==> config.mk <==
export PLATFORM = sky130hd
export DESIGN_NAME = mem_arbiter_flat
export DESIGN_NICKNAME = d
export VERILOG_FILES = /design/src/rtl/mem_arbiter_pkg.sv /design/src/rtl/mem_arbiter_if.sv /design/src/rtl/mem_arbiter_rr2.sv /design/src/rtl/mem_arbiter.sv /design/src/flat_wrapper.sv
export SDC_FILE = /design/constraint.sdc
export NUM_CORES = 1
export LEC_CHECK = 0
export ABC_AREA = 1
export BUFFER_PORTS_ARGS = -buffer_cell sky130_fd_sc_hd__buf_2
export CORE_UTILIZATION = 35
export DETAILED_ROUTE_END_ITERATION = 8
export PLACE_DENSITY = 0.65
export SLEW_MARGIN = 20
export SYNTH_ARGS = -nofsm -noshare
export SYNTH_HDL_FRONTEND = slang
export SYNTH_SLANG_ARGS = --single-unit
==> constraint.sdc <==
create_clock -name clk -period 4.2 [get_ports clk]
set_input_delay 0.42 -clock clk [delete_from_list [all_inputs] [get_ports clk]]
set_output_delay 0.42 -clock clk [all_outputs]
set_load 0.02 [all_outputs]
==> src/rtl/mem_arbiter_pkg.sv <==
// mem_arb_pkg: shared types and default widths for the fetch/data memory arbiter.
//   arb_state_t : arbiter FSM states
//   grant_t     : which requester owns the current memory transaction
package mem_arb_pkg;

    localparam int ADDR_W_DEF = 32;
    localparam int DATA_W_DEF = 32;

    typedef enum logic [1:0] {
        ARB_IDLE,   // nothing in flight, requests sampled here only
        ARB_IBUSY,  // fetch transaction waiting for m_ack
        ARB_DBUSY,  // data transaction waiting for m_ack
        ARB_RESP    // drdy pulse to the granted port
    } arb_state_t;

    typedef enum logic {
        GNT_I,
        GNT_D
    } grant_t;

endpackage

==> src/rtl/mem_arbiter_if.sv <==
// mem_arbiter_if: bundles the fetch port (i_*), load/store port (d_*) and
// memory-side handshake (m_*) of the arbiter.
//   modport master : the arbiter's view (drives drdy/rdata and m_* request)
//   slave          : the environment's view (requesters + memory)
interface mem_arbiter_if #(
    parameter int ADDR_W = mem_arb_pkg::ADDR_W_DEF,
    parameter int DATA_W = mem_arb_pkg::DATA_W_DEF
);
    // fetch port
    logic                  i_req;
    logic [ADDR_W-1:0]     i_addr;
    logic                  i_drdy;
    logic [DATA_W-1:0]     i_rdata;
    // load/store port
    logic                  d_req;
    logic [ADDR_W-1:0]     d_addr;
    logic                  d_write;
    logic [DATA_W/8-1:0]   d_be;
    logic [DATA_W-1:0]     d_wdata;
    logic                  d_drdy;
    logic [DATA_W-1:0]     d_rdata;
    // memory side
    logic                  m_req;
    logic [ADDR_W-1:0]     m_addr;
    logic                  m_write;
    logic [DATA_W/8-1:0]   m_be;
    logic [DATA_W-1:0]     m_wdata;
    logic                  m_ack;
    logic [DATA_W-1:0]     m_rdata;

    modport master (
        input  i_req, i_addr,
        input  d_req, d_addr, d_write, d_be, d_wdata,
        input  m_ack, m_rdata,
        output i_drdy, i_rdata,
        output d_drdy, d_rdata,
        output m_req, m_addr, m_write, m_be, m_wdata
    );

    modport slave (
        output i_req, i_addr,
        output d_req, d_addr, d_write, d_be, d_wdata,
        output m_ack, m_rdata,
        input  i_drdy, i_rdata,
        input  d_drdy, d_rdata,
        input  m_req, m_addr, m_write, m_be, m_wdata
    );

endinterface

==> src/rtl/mem_arbiter_rr2.sv <==
// arb_rr2: combinational two-way round-robin pick.
//   i_req, d_req : pending requests
//   last_grant   : port granted most recently
//   grant        : port to grant now (only meaningful when a request is pending)
module arb_rr2
    import mem_arb_pkg::*;
(
    input  logic   i_req,
    input  logic   d_req,
    input  grant_t last_grant,
    output grant_t grant
);

    always_comb begin
        grant = GNT_I;
        if (i_req && d_req)
            // contention: hand the memory to whoever did not have it last
            grant = (last_grant == GNT_I) ? GNT_D : GNT_I;
        else if (d_req)
            grant = GNT_D;
    end

endmodule

==> src/rtl/mem_arbiter.sv <==
// mem_arbiter: shares one single-ported memory between the fetch port and the
// load/store port, one transaction at a time, alternating under contention.
//   clk, rst : clock, asynchronous active-high reset
//   bus      : mem_arbiter_if.master (i_* fetch, d_* data, m_* memory handshake)
// A transaction: grant in ARB_IDLE, hold m_req in ARB_IBUSY/ARB_DBUSY until
// m_ack, then one drdy cycle in ARB_RESP. Requests are only looked at in
// ARB_IDLE, so a request still held during ARB_RESP cannot be granted twice.
module mem_arbiter
    import mem_arb_pkg::*;
#(
    parameter int ADDR_W = ADDR_W_DEF,
    parameter int DATA_W = DATA_W_DEF
) (
    input  logic          clk,
    input  logic          rst,
    mem_arbiter_if.master bus
);

    localparam int BE_W = DATA_W / 8;

    arb_state_t state;
    grant_t     last_grant;
    grant_t     pick;

    // fetch addresses are word aligned; the low bits are dropped on purpose
    logic unused_i_addr_lo;
    assign unused_i_addr_lo = &{1'b0, bus.i_addr[1:0]};

    arb_rr2 u_rr2 (
        .i_req      (bus.i_req),
        .d_req      (bus.d_req),
        .last_grant (last_grant),
        .grant      (pick)
    );

    always_ff @(posedge clk or posedge rst) begin
        if (rst) begin
            state       <= ARB_IDLE;
            last_grant  <= GNT_I;       // data wins the first contention
            bus.m_req   <= 1'b0;
            bus.m_addr  <= '0;
            bus.m_write <= 1'b0;
            bus.m_be    <= '0;
            bus.m_wdata <= '0;
            bus.i_drdy  <= 1'b0;
            bus.i_rdata <= '0;
            bus.d_drdy  <= 1'b0;
            bus.d_rdata <= '0;
        end else begin
            // drdy is a single-cycle pulse raised on m_ack
            bus.i_drdy <= 1'b0;
            bus.d_drdy <= 1'b0;

            case (state)
                ARB_IDLE: begin
                    if (bus.i_req || bus.d_req) begin
                        last_grant <= pick;
                        bus.m_req  <= 1'b1;
                        if (pick == GNT_I) begin
                            bus.m_addr  <= {bus.i_addr[ADDR_W-1:2], 2'b00};
                            bus.m_be    <= {BE_W{1'b1}};
                            bus.m_write <= 1'b0;
                            bus.m_wdata <= '0;
                            state       <= ARB_IBUSY;
                        end else begin
                            bus.m_addr  <= bus.d_addr;
                            bus.m_be    <= bus.d_be;
                            bus.m_write <= bus.d_write;
                            bus.m_wdata <= bus.d_wdata;
                            state       <= ARB_DBUSY;
                        end
                    end
                end

                ARB_IBUSY: begin
                    if (bus.m_ack) begin
                        bus.i_rdata <= bus.m_rdata;
                        bus.i_drdy  <= 1'b1;
                        bus.m_req   <= 1'b0;
                        state       <= ARB_RESP;
                    end
                end

                ARB_DBUSY: begin
                    if (bus.m_ack) begin
                        // stores report zero rather than whatever the bus returns
                        bus.d_rdata <= bus.m_write ? '0 : bus.m_rdata;
                        bus.d_drdy  <= 1'b1;
                        bus.m_req   <= 1'b0;
                        state       <= ARB_RESP;
                    end
                end

                ARB_RESP: begin
                    // drdy is high this cycle; m_* fields keep the last values
                    state <= ARB_IDLE;
                end

                default: state <= ARB_IDLE;
            endcase
        end
    end

endmodule
==> src/flat_wrapper.sv <==
// flat-port wrapper written by rule: the top's interface ports become plain ports
module mem_arbiter_flat import mem_arb_pkg::*;
#(
    parameter int ADDR_W = ADDR_W_DEF,
    parameter int DATA_W = DATA_W_DEF
)
  (clk, rst, bus_i_req, bus_i_addr, bus_d_req, bus_d_addr, bus_d_write, bus_d_be, bus_d_wdata, bus_m_ack, bus_m_rdata, bus_i_drdy, bus_i_rdata, bus_d_drdy, bus_d_rdata, bus_m_req, bus_m_addr, bus_m_write, bus_m_be, bus_m_wdata);
  mem_arbiter_if #(.ADDR_W(ADDR_W), .DATA_W(DATA_W)) bus_i ();
  input  logic clk;
  input  logic rst;
  input wire logic [$bits(bus_i.i_req)-1:0] bus_i_req;
  input wire logic [$bits(bus_i.i_addr)-1:0] bus_i_addr;
  input wire logic [$bits(bus_i.d_req)-1:0] bus_d_req;
  input wire logic [$bits(bus_i.d_addr)-1:0] bus_d_addr;
  input wire logic [$bits(bus_i.d_write)-1:0] bus_d_write;
  input wire logic [$bits(bus_i.d_be)-1:0] bus_d_be;
  input wire logic [$bits(bus_i.d_wdata)-1:0] bus_d_wdata;
  input wire logic [$bits(bus_i.m_ack)-1:0] bus_m_ack;
  input wire logic [$bits(bus_i.m_rdata)-1:0] bus_m_rdata;
  output wire logic [$bits(bus_i.i_drdy)-1:0] bus_i_drdy;
  output wire logic [$bits(bus_i.i_rdata)-1:0] bus_i_rdata;
  output wire logic [$bits(bus_i.d_drdy)-1:0] bus_d_drdy;
  output wire logic [$bits(bus_i.d_rdata)-1:0] bus_d_rdata;
  output wire logic [$bits(bus_i.m_req)-1:0] bus_m_req;
  output wire logic [$bits(bus_i.m_addr)-1:0] bus_m_addr;
  output wire logic [$bits(bus_i.m_write)-1:0] bus_m_write;
  output wire logic [$bits(bus_i.m_be)-1:0] bus_m_be;
  output wire logic [$bits(bus_i.m_wdata)-1:0] bus_m_wdata;
  assign bus_i.i_req = bus_i_req;
  assign bus_i.i_addr = bus_i_addr;
  assign bus_i.d_req = bus_d_req;
  assign bus_i.d_addr = bus_d_addr;
  assign bus_i.d_write = bus_d_write;
  assign bus_i.d_be = bus_d_be;
  assign bus_i.d_wdata = bus_d_wdata;
  assign bus_i.m_ack = bus_m_ack;
  assign bus_i.m_rdata = bus_m_rdata;
  assign bus_i_drdy = bus_i.i_drdy;
  assign bus_i_rdata = bus_i.i_rdata;
  assign bus_d_drdy = bus_i.d_drdy;
  assign bus_d_rdata = bus_i.d_rdata;
  assign bus_m_req = bus_i.m_req;
  assign bus_m_addr = bus_i.m_addr;
  assign bus_m_write = bus_i.m_write;
  assign bus_m_be = bus_i.m_be;
  assign bus_m_wdata = bus_i.m_wdata;
  mem_arbiter #(.ADDR_W(ADDR_W), .DATA_W(DATA_W)) u_core (.clk(clk), .rst(rst), .bus(bus_i));
endmodule
After elaboration in Yosys (flattened, before gate mapping)
Cells that the tools add are included.
{"block": "classes", "addsub": 0, "n_mul": 0, "div": 0, "n_lt_le_gt_ge": 0, "eq_ne": 5, "shifts": 0, "mux": 18, "bitwise": 0, "n_reduce_logical": 10}
{"operator": "32-bit two-way mux", "count": 3}
{"operator": "1-bit two-way mux", "count": 9}
{"operator": "2-bit AND reduction", "count": 4}
{"operator": "2-bit two-way mux", "count": 3}
{"operator": "2-bit one-hot mux with 3 select lines", "count": 1}
{"operator": "2-bit equality test, second input constant", "count": 2}
{"operator": "4-bit two-way mux", "count": 1}
{"operator": "2-bit by 1-bit inequality test with 1-bit output, second input constant", "count": 2}
{"operator": "3-bit AND reduction", "count": 1}
{"operator": "2-bit by 1-bit equality test with 1-bit output, second input constant", "count": 1}
{"operator": "2-bit logical NOT", "count": 1}
{"operator": "1-bit one-hot mux with 2 select lines", "count": 1}
{"operator": "2-bit nonzero test", "count": 1}
{"operator": "2-bit OR reduction", "count": 1}
{"operator": "1-bit logical AND", "count": 1}
{"operator": "1-bit logical OR", "count": 1}
{"block": "totals", "register_bits": 139, "latch_bits": 0, "ram_bits": 0, "mem_bits_ro": 0, "input_bits": 138, "out_inout_bits": 136, "wordCells": 44, "n_memories": 0}

Logic depth before layout (Yosys ltp)
Gate-level depths: netlist (run 1).
{"block": "logic_depth", "word_depth": 5, "ltp_mapped": 9, "depth_no_buf": 7}

Hierarchy
From an unflattened synthesis (run 1), not the netlist that was laid out.
{"block": "unflattened", "cells_unflattened": 676, "area_unflattened_um2": 5776.8}
{"mod": "mem_arbiter", "instances": 1, "cells_each": 674, "area_per_inst_um2": 5764.3, "seq_area_each_um2": 3478.3}
{"mod": "arb_rr2", "instances": 1, "cells_each": 2, "area_per_inst_um2": 12.5, "seq_area_each_um2": 0.0}

Worst setup path after synthesis (run 1)
No wires, ideal clock.
{"block": "synth_path", "path_type": "register -> register", "from": "reg u_core.state[0]", "to": "reg u_core.bus.m_be[2]", "setup_ns": 0.123, "t_arrival_ns": 1.372, "required_time_ns": 4.077, "setup_slack_ns": 2.704, "path_stages_with_launch": 10, "n_path_buf": 2, "period_less_slack_ns": 1.496, "cell_sequence": "dfrtp_1 inv_1 ha_1 inv_2 nor2_4 inv_2 buf_4 buf_4 nand2_1 nand2_1"}
{"block": "synth_between", "elab_chain_cells": 2}
{"element": "from (decl)", "line_no": "mem_arbiter.sv:21", "text": "arb_state_t state;"}
{"element": "from (signal assigned)", "line_no": "mem_arbiter.sv:38", "text": "state <= ARB_IDLE;"}
{"element": "from (signal assigned)", "line_no": "mem_arbiter.sv:64", "text": "state <= ARB_IBUSY;"}
{"element": "from (signal assigned)", "line_no": "mem_arbiter.sv:70", "text": "state <= ARB_DBUSY;"}
{"element": "2-bit logical NOT", "line_no": "mem_arbiter.sv:54", "text": "case (state)"}
{"element": "2-bit AND reduction (no line)"}
{"element": "to (signal assigned)", "line_no": "mem_arbiter.sv:61", "text": "bus.m_be <= {BE_W{1'b1}};"}
{"element": "to (signal assigned)", "line_no": "mem_arbiter.sv:67", "text": "bus.m_be <= bus.d_be;"}
{"element": "to (decl)", "line_no": "mem_arbiter_if.sv:37", "text": "output m_req, m_addr, m_write, m_be, m_wdata"}
Every way passes these cells.
A chain may end at the register's enable or synchronous reset.

Final worst setup path (run 1)
{"block": "layout_path", "from": "reg u_core.state[0]", "to": "reg u_core.bus.m_wdata[8]"}
{"block": "layout_between", "elab_chain_cells": 2}
{"element": "2-bit logical NOT", "line_no": "mem_arbiter.sv:54"}
{"element": "2-bit AND reduction (no line)"}
{"element": "to (signal assigned)", "line_no": "mem_arbiter.sv:69", "text": "bus.m_wdata <= bus.d_wdata;"}
{"element": "to (decl)", "line_no": "mem_arbiter_if.sv:37"}
Every way passes these cells.

==> results of run 1 <==
==> critical path: cells and delay by family (launching register included) <==
| kind | cells | cell delay (ps) |
|---|---|---|
| flops | 1 | 400 |
| simple gates | 3 | 240 |
| fa+ha+maj | 1 | 270 |
| buf+inv | 5 | 1210 |
==> synth_stat cells, drive strengths merged <==
cell	count
a21oi	1
ha	4
o31ai	32
buf	23
nand3	32
inv	73
nor2	12
clkbuf	18
o21ai	33
dfrtp	139
nand2	282
nand3b	30
nand4	1
==> worst paths after layout <==
path | start | endpoint | slack, ps | cells after the start
worst min-delay path | rst | u_core.bus.m_wdata[9] | 140 | 2
worst max register to register | u_core.state[0] | u_core.bus.m_wdata[8] | 1950 | 9
worst max-delay path | u_core.state[0] | u_core.bus.m_wdata[8] | 1950 | 9
max in group asynchronous | rst | u_core.bus.m_addr[29] | 3140 | 3
min in group clk | bus_d_addr[1] | u_core.bus.m_addr[1] | 200 | 3
worst min register to register | u_core.bus.m_req | u_core.bus.m_req | 470 | 2
==> metal layers <==
layer | vias up | track usage
li1 | 2638 | -
met1 | 2410 | 0.245
met2 | 206 | 0.294
met3 | 15 | 0.0461
met4 | 0 | 0.0614
met5 | - | 0
==> logic make-up (layout without fill, tap and decap cells) <==
| kind of cell | count (synthesis) | after routing | share of synthesized area |
|---|---|---|---|
| AND/OR/NAND/NOR | 357 | 357 | 0.255 |
| adder cells (fa/ha/maj) | 4 | 4 | 0.00847 |
| buffers and inverters | 114 | 384 | 0.0783 |
| AO/OA/AOI/OAI | 66 | 66 | 0.0694 |
| flip-flops | 139 | 139 | 0.588 |
==> through the flow <==
step	hold slack (ps)	worst slack [ps]	power (uW)	instance area, um^2
global placement	455	1830	5070	7420
floorplan	442	55.5	4130	5910
finish	136	1950	6540	8020
global route	182	1700	7000	8020
detailed placement	454	1940	5120	7430
CTS	155	1920	6630	8010
==> final cells by class <==
type	instances	area [um^2]	share of cell area
sequential	139	3480	0.434
timing repair buffer	279	1420	0.177
clock buffer	19	443	0.0552
clock inverter	13	144	0.0179
multi-input combinational	427	1980	0.247
tap	220	275	0.0343
inverter	73	279	0.0348
==> state kept, by name, indices dropped and copies added (netlist names) <==
register,flops
u_core.bus.m_wdata,32
u_core.bus.i_drdy,1
u_core.bus.d_rdata,32
u_core.bus.i_rdata,32
u_core.bus.m_req,1
u_core.bus.m_addr,32
u_core.bus.d_drdy,1
u_core.state,2
u_core.last_grant,1
u_core.bus.m_be,4
u_core.bus.m_write,1
==> power by group <==
part / internal, uW / total, uW / switching (uW) / leakage, uW
sequential: 1970 / 2300 / 333 / 0.00174
clock: 894 / 1480 / 581 / 0.000281
combinational: 889 / 2760 / 1870 / 0.00265
==> cells in the final DEF, fill, tap and decap left out, types with 2 or more instances in the layout <==
master      count
nand2_1       279
buf_2         271
dfrtp_1       139
inv_1          69
o21ai_0        33
nand3_1        32
o31ai_1        32
nand3b_1       30
clkbuf_16      17
nor2_1         10
buf_4           8
ha_1            4
inv_2           3
clkinv_2        3
clkinvlp_4      3
clkinv_4        3
nor2_4          2
nand2_2         2
inv_6           2
bufinv_16       2
==> summary.txt, run 1 <==
Run status
  • Outcome: finished clean

Worst setup path
  • CP arrival: 2600 ps
  • Worst Setup Start Kind: register
  • Crit path required time: 4550 ps
  • Setup crit end kind: register
  • Cell Chain, Critical Path: inv_1, ha_1, inv_2, nor2_4, buf_4, inv_2, buf_4, nand2_1, nand2_1
  • Crit-path max FO: 49
  • Worst setup path class: reg -> reg
  • Slowest stage cell, crit path: buf_4
  • CP peak stage delay: roughly 500 ps

Detailed routing
  • WL met1: roughly 7100 um
  • Highest routed layer: met4
  • Drt drc: 0
  • First DRT Iteration DRCs: 282
  • Met2 wire len: about 7300 um
  • Met3 wire length: 1020 um
  • Post-route ant nets: 0
  • Routed len/inst: 13.4 um
  • Via-to-Cell Ratio: ~4.5
  • DRT Pass-1 Iters: 4
  • Routed vias: 5269
  • Drt total wl: between 15000 and 20000 um

Clocking
  • TritonCTS clock tree: built
  • Worst-case clock buffer depth: 2
  • Hold buffer count at CTS: 0
  • Setup Buffers After CTS: 0
  • Root Driver: clkbuf_16
  • CTS buffer count: 17
  • Clock sink count: between 100 and 150
  • Post_cts resized: 0
  • Later-pin clock latency in the skew report: about 410 ps
  • Clock H-tree levels: 4
  • Clk slew on worst S/H paths: 60 ps

Flow run
  • Max_cap viols: 0

Floorplan
  • Num rows: 47
  • Die X-Extent: 132 um
  • Die Area: 17400 um^2
  • Total core area: 16500 um^2
  • Num ports: 274
  • Initial core utilization: 0.358
  • Die H: ~130 um

Synthesis
  • Sequential share of the synthesized area: 0.588
  • Syn nets: 822
  • Avg Cell Area, Syn: 8.69 um^2
  • Synth Instances: 680
  • Leading area contributor after synthesis: dfrtp_1
  • Seq cells post-synth: 139
  • Synthesized area: 5910 um^2
  • Post-synth cell types: 17
  • Post-synth top area share: 0.588
  • Leading post-synthesis cells by cell area: dfrtp_1 (59%), nand2_1 (18%), inv_1 (4.4%), o31ai_1 (4.1%), nand3b_1 (3.8%)
  • Synthesis Warnings: 0

Pwr
  • Worst vdd ir: 0.303 mV
  • PwrDens: 816 nW/um^2
  • Pleak: 0.00467 uW

Placement
  • Placed Cells: 1138
  • Dpl hpwl: approximately 11000 um
  • Final Wtd Congestion: 0.795
  • Port bufs: 271

GRT
  • GR Overflow Total: 0
  • Initial antenna violation count: 0
  • First-pass GRT wire length: ~25000 um
  • GRT Total Usage: 0.184
  • Largest net degree at the start of global routing: 79
  • Vias in the first global route: 4871

STA
  • Tightest Pin Transition: approximately 700 ps
  • Fin. max-slew vios: 0
  • Final hold vios: 0
  • Final setup vio count: 0
  • FMAX: roughly 440 MHz
  • Setup TNS: 0 ps
  • Slew Limit Headroom: 0.526
  • Crit share post-route: 0.537
  • Clock skew: around 7.6 ps
  • RSZ-0062 raised after global routing: false
  • Fin crit period: roughly 2300 ps

Finish
  • Ant. Diodes: 0
  • Post-layout util: 0.485
  • Layout area overhead: 35.6%
  • Number of non-filler instances in the completed layout: 1170
  • Fillers: 1601
  • Final nets: 1079
  • Share of cells above drive strength 1: 0.336

Worst hold path
  • Min-delay worst type: in -> async
(Power assumes the default switching activity.)
==> run 2, diff against run 1 <==
--- a/config.mk
+++ b/config.mk
@@ -9,7 +9,6 @@
 export BUFFER_PORTS_ARGS = -buffer_cell sky130_fd_sc_hd__buf_2
 export CORE_UTILIZATION = 35
 export DETAILED_ROUTE_END_ITERATION = 8
-export PLACE_DENSITY = 0.65
 export SLEW_MARGIN = 20
 export SYNTH_ARGS = -nofsm -noshare
 export SYNTH_HDL_FRONTEND = slang
==> constraint.sdc (replaced) <==
create_clock -name clk -period 2.4 [get_ports clk]
set_input_delay 0.24 -clock clk [delete_from_list [all_inputs] [get_ports clk]]
set_output_delay 0.24 -clock clk [all_outputs]
set_load 0.02 [all_outputs]
==> run 2 against run 1 <==
Clock power grew 74%. Die area is the same. Via count shrank 0.28%. Flip-flop and latch count is the same. Combinational power grew 76%. Non-clock buffer count grew 11. Final cell count grew 0.85%. Global-route usage grew 0.56 points. Utilization grew 0.78 points. Clock skew grew 0.60 ps. Total power grew 76%. Setup slack lost 1400 ps. Critical endpoint is now u_core.bus.m_wdata[15].
==> summary.txt, run 2 (same netlist as run 1, synthesis figures left out) <==
Worst setup path
  • Crit path required time: 2750 ps (-1800 ps)
  • Worst setup path class: reg -> reg
  • Worst reg2reg setup slack: 530 ps (-1410 ps)
  • Slowest stage cell, crit path: inv_2
  • Setup crit end kind: register
  • Cell Chain, Critical Path: inv_1, ha_1, nand3_1, inv_2, nand2_1, nand2_1
  • Critical R2R Launch: u_core.state[0]
  • Critical path's top delay family: buffers and inverters
  • Reg2reg end: u_core.bus.m_wdata[15]
  • Worst path most repeated cell: nand2_1
  • Worst Setup Start Kind: register
  • Critical path buffers and inverters: 2 (-3)
  • Worst r2r path cells: 6 (-3)
  • CP peak stage delay: 560 ps (+70 ps)
  • Crit-path max FO: 35 (-29%)
  • CP arrival: 2220 ps (-380 ps)

Finish
  • Finished Cell Area: 8150 um^2 (+1.6%)
  • Commonest non-fill, non-tap cell in the layout: nand2_1
  • Commonest cells after routing, fill and taps aside: nand2_1 (280), buf_2 (271), dfrtp_1 (139)
  • Share of cells above drive strength 1: 0.333 (-0.00246)
  • Layout area overhead: 37.8%
  • Fillers: 1648 (+2.9%)
  • Ant. Diodes: 0 (unchanged)
  • Final nets: 1090 (+1.0%)

STA
  • Worst setup margin: 533 ps (-1410 ps)
  • Setup TNS: 0 ps (unchanged)
  • Slew Limit Headroom: 0.524 (-0.00183)
  • Fin. max-slew vios: 0 (unchanged)
  • Final hold vios: 0 (unchanged)
  • FMAX: 536 MHz (+21%)
  • Clock skew: 8.18 ps (+0.600 ps)
  • Crit share post-route: 0.778 (+0.241)
  • Hold_ws: 16.7 ps (-120 ps)
  • Tightest Pin Transition: 714 ps (+2.75 ps)
  • RSZ-0062 raised after global routing: false
  • Fin crit period: 1870 ps (-387 ps)
  • Final setup vio count: 0 (unchanged)

Clocking
  • Clock sink count: 139 (unchanged)
  • Clock H-tree levels: 4 (unchanged)
  • Worst-case clock buffer depth: 2 (unchanged)
  • Setup Buffers After CTS: 0 (unchanged)
  • Hold buffer count at CTS: 8 (+8)
  • Later-pin clock latency in the skew report: 410 ps (about the same)
  • TritonCTS clock tree: built
  • CTS buffer count: 17 (unchanged)
  • Post_cts resized: 0 (unchanged)
  • Clk slew on worst S/H paths: 60 ps (about the same)
  • Root Driver: clkbuf_16

Placement
  • Placed cell areas: 7480 um^2 (+0.76%)
  • Final Wtd Congestion: 0.778 (-2.2%)
  • Dpl hpwl: 10800 um (about the same)
  • Pre-CTS WS: 480 ps (-1460 ps)
  • Port bufs: 271 (unchanged)

Floorplan
  • Num ports: 274 (unchanged)
  • Die X-Extent: 132 um (unchanged)
  • Die Area: 17400 um^2 (unchanged)
  • Die H: 132 um (unchanged)
  • Num rows: 47 (unchanged)
  • Total core area: 16500 um^2 (unchanged)
  • Initial core utilization: 0.358 (unchanged)

GRT
  • First-pass GRT wire length: 26400 um (+4.0%)
  • Met1 Usage GRT: 0.250 (+0.00495)
  • Busiest grt layer: met2
  • Initial antenna violation count: 0 (unchanged)
  • Vias in the first global route: 5148 (+5.7%)
  • GR Util met3: 0.0604 (+0.0142)
  • GR Overflow Total: 0 (unchanged)
  • GRT Total Usage: 0.190 (+0.00555)
  • Largest net degree at the start of global routing: 79 (unchanged)
  • GR Util met2: 0.300 (+0.00617)

Detailed routing
  • Via-to-Cell Ratio: 4.45 (-1.1%)
  • Post-route ant nets: 0 (unchanged)
  • DRT Pass-1 Iters: 6 (+2)
  • Drt drc: 0 (unchanged)
  • Routed len/inst: 13.5 um (+1.0%)
  • Routed vias: 5254 (-0.28%)
  • Drt total wl: 16000 um (+1.9%)
  • First DRT Iteration DRCs: 215 (-24%)

Pwr
  • Power after layout: 11500 uW (+76%)
  • PwrDens: 1410 nW/um^2 (+73%)
  • Worst vdd ir: 0.547 mV (+81%)
  • Pleak: 0.00471 uW (+0.83%)

Run status
  • Outcome: finished clean

Flow run
  • Max_cap viols: 0 (unchanged)

Worst hold path
  • Worst hold endpoint: u_core.bus.m_wdata[5]
  • Worst Hold Depth: 3
  • Min-delay worst type: in -> reg
  • Hold path start: bus_d_wdata[5]
-- run 2: cell types whose count changed in the layout (fill, tap and decap cells not counted) --
cell and delta:
nand2_4 -1, inv_8 -1, clkinvlp_4 +3, dlygate4sd3_1 +8
clkinv_2 -3, nand2_1 +1, buf_12 +3
-- run 2: stage by stage --
step	instances	utilization
after floorplan	680	-
after global placement	1141	0.453
after detailed placement	1141	0.453
after CTS	1180	0.493
after global routing	1180	0.493
final	1180	0.493
-- run 2: layout make-up --
cell class	count	area [um^2]	area share
repair buffers	290	1560	0.191
clock inverters	12	141	0.0174
well taps	220	275	0.0338
flip-flops and latches	139	3480	0.427
clock buffers	19	443	0.0544
inverters	73	278	0.0341
multi-input cells	427	1980	0.242
-- run 2: worst max-delay path by stage --
stage / start / endpoint / cells after the start
3_5_place_dp: u_core.state[0] / u_core.bus.m_wdata[23] / 6
2_1_floorplan: rst / u_core.bus.d_drdy / 1
6_report: u_core.state[0] / u_core.bus.m_wdata[15] / 6
3_3_place_gp: u_core.state[0] / u_core.bus.m_wdata[22] / 6
4_1_cts: u_core.state[0] / u_core.bus.m_wdata[15] / 6
5_1_grt: u_core.state[0] / u_core.bus.m_wdata[19] / 6
-- run 2: per-layer routing --
layer  vias up  share of wire
met5         -              0
met4         0          0.013
met3        18          0.072
met2       191           0.47
met1      2389           0.45
li1       2656              -
-- run 2: tightest hold or removal path, delay by kind of cell --
family | cells | cell delay, ps
buf+inv | 1 | 70
simple gates | 2 | 80
-- run 2: where the power goes --
group / total, uW / switching, uW / internal [uW]
clock network: 2580 / 1020 / 1560
registers: 4050 / 607 / 3450
logic: 4860 / 3260 / 1600
total: 11500 / 4890 / 6600
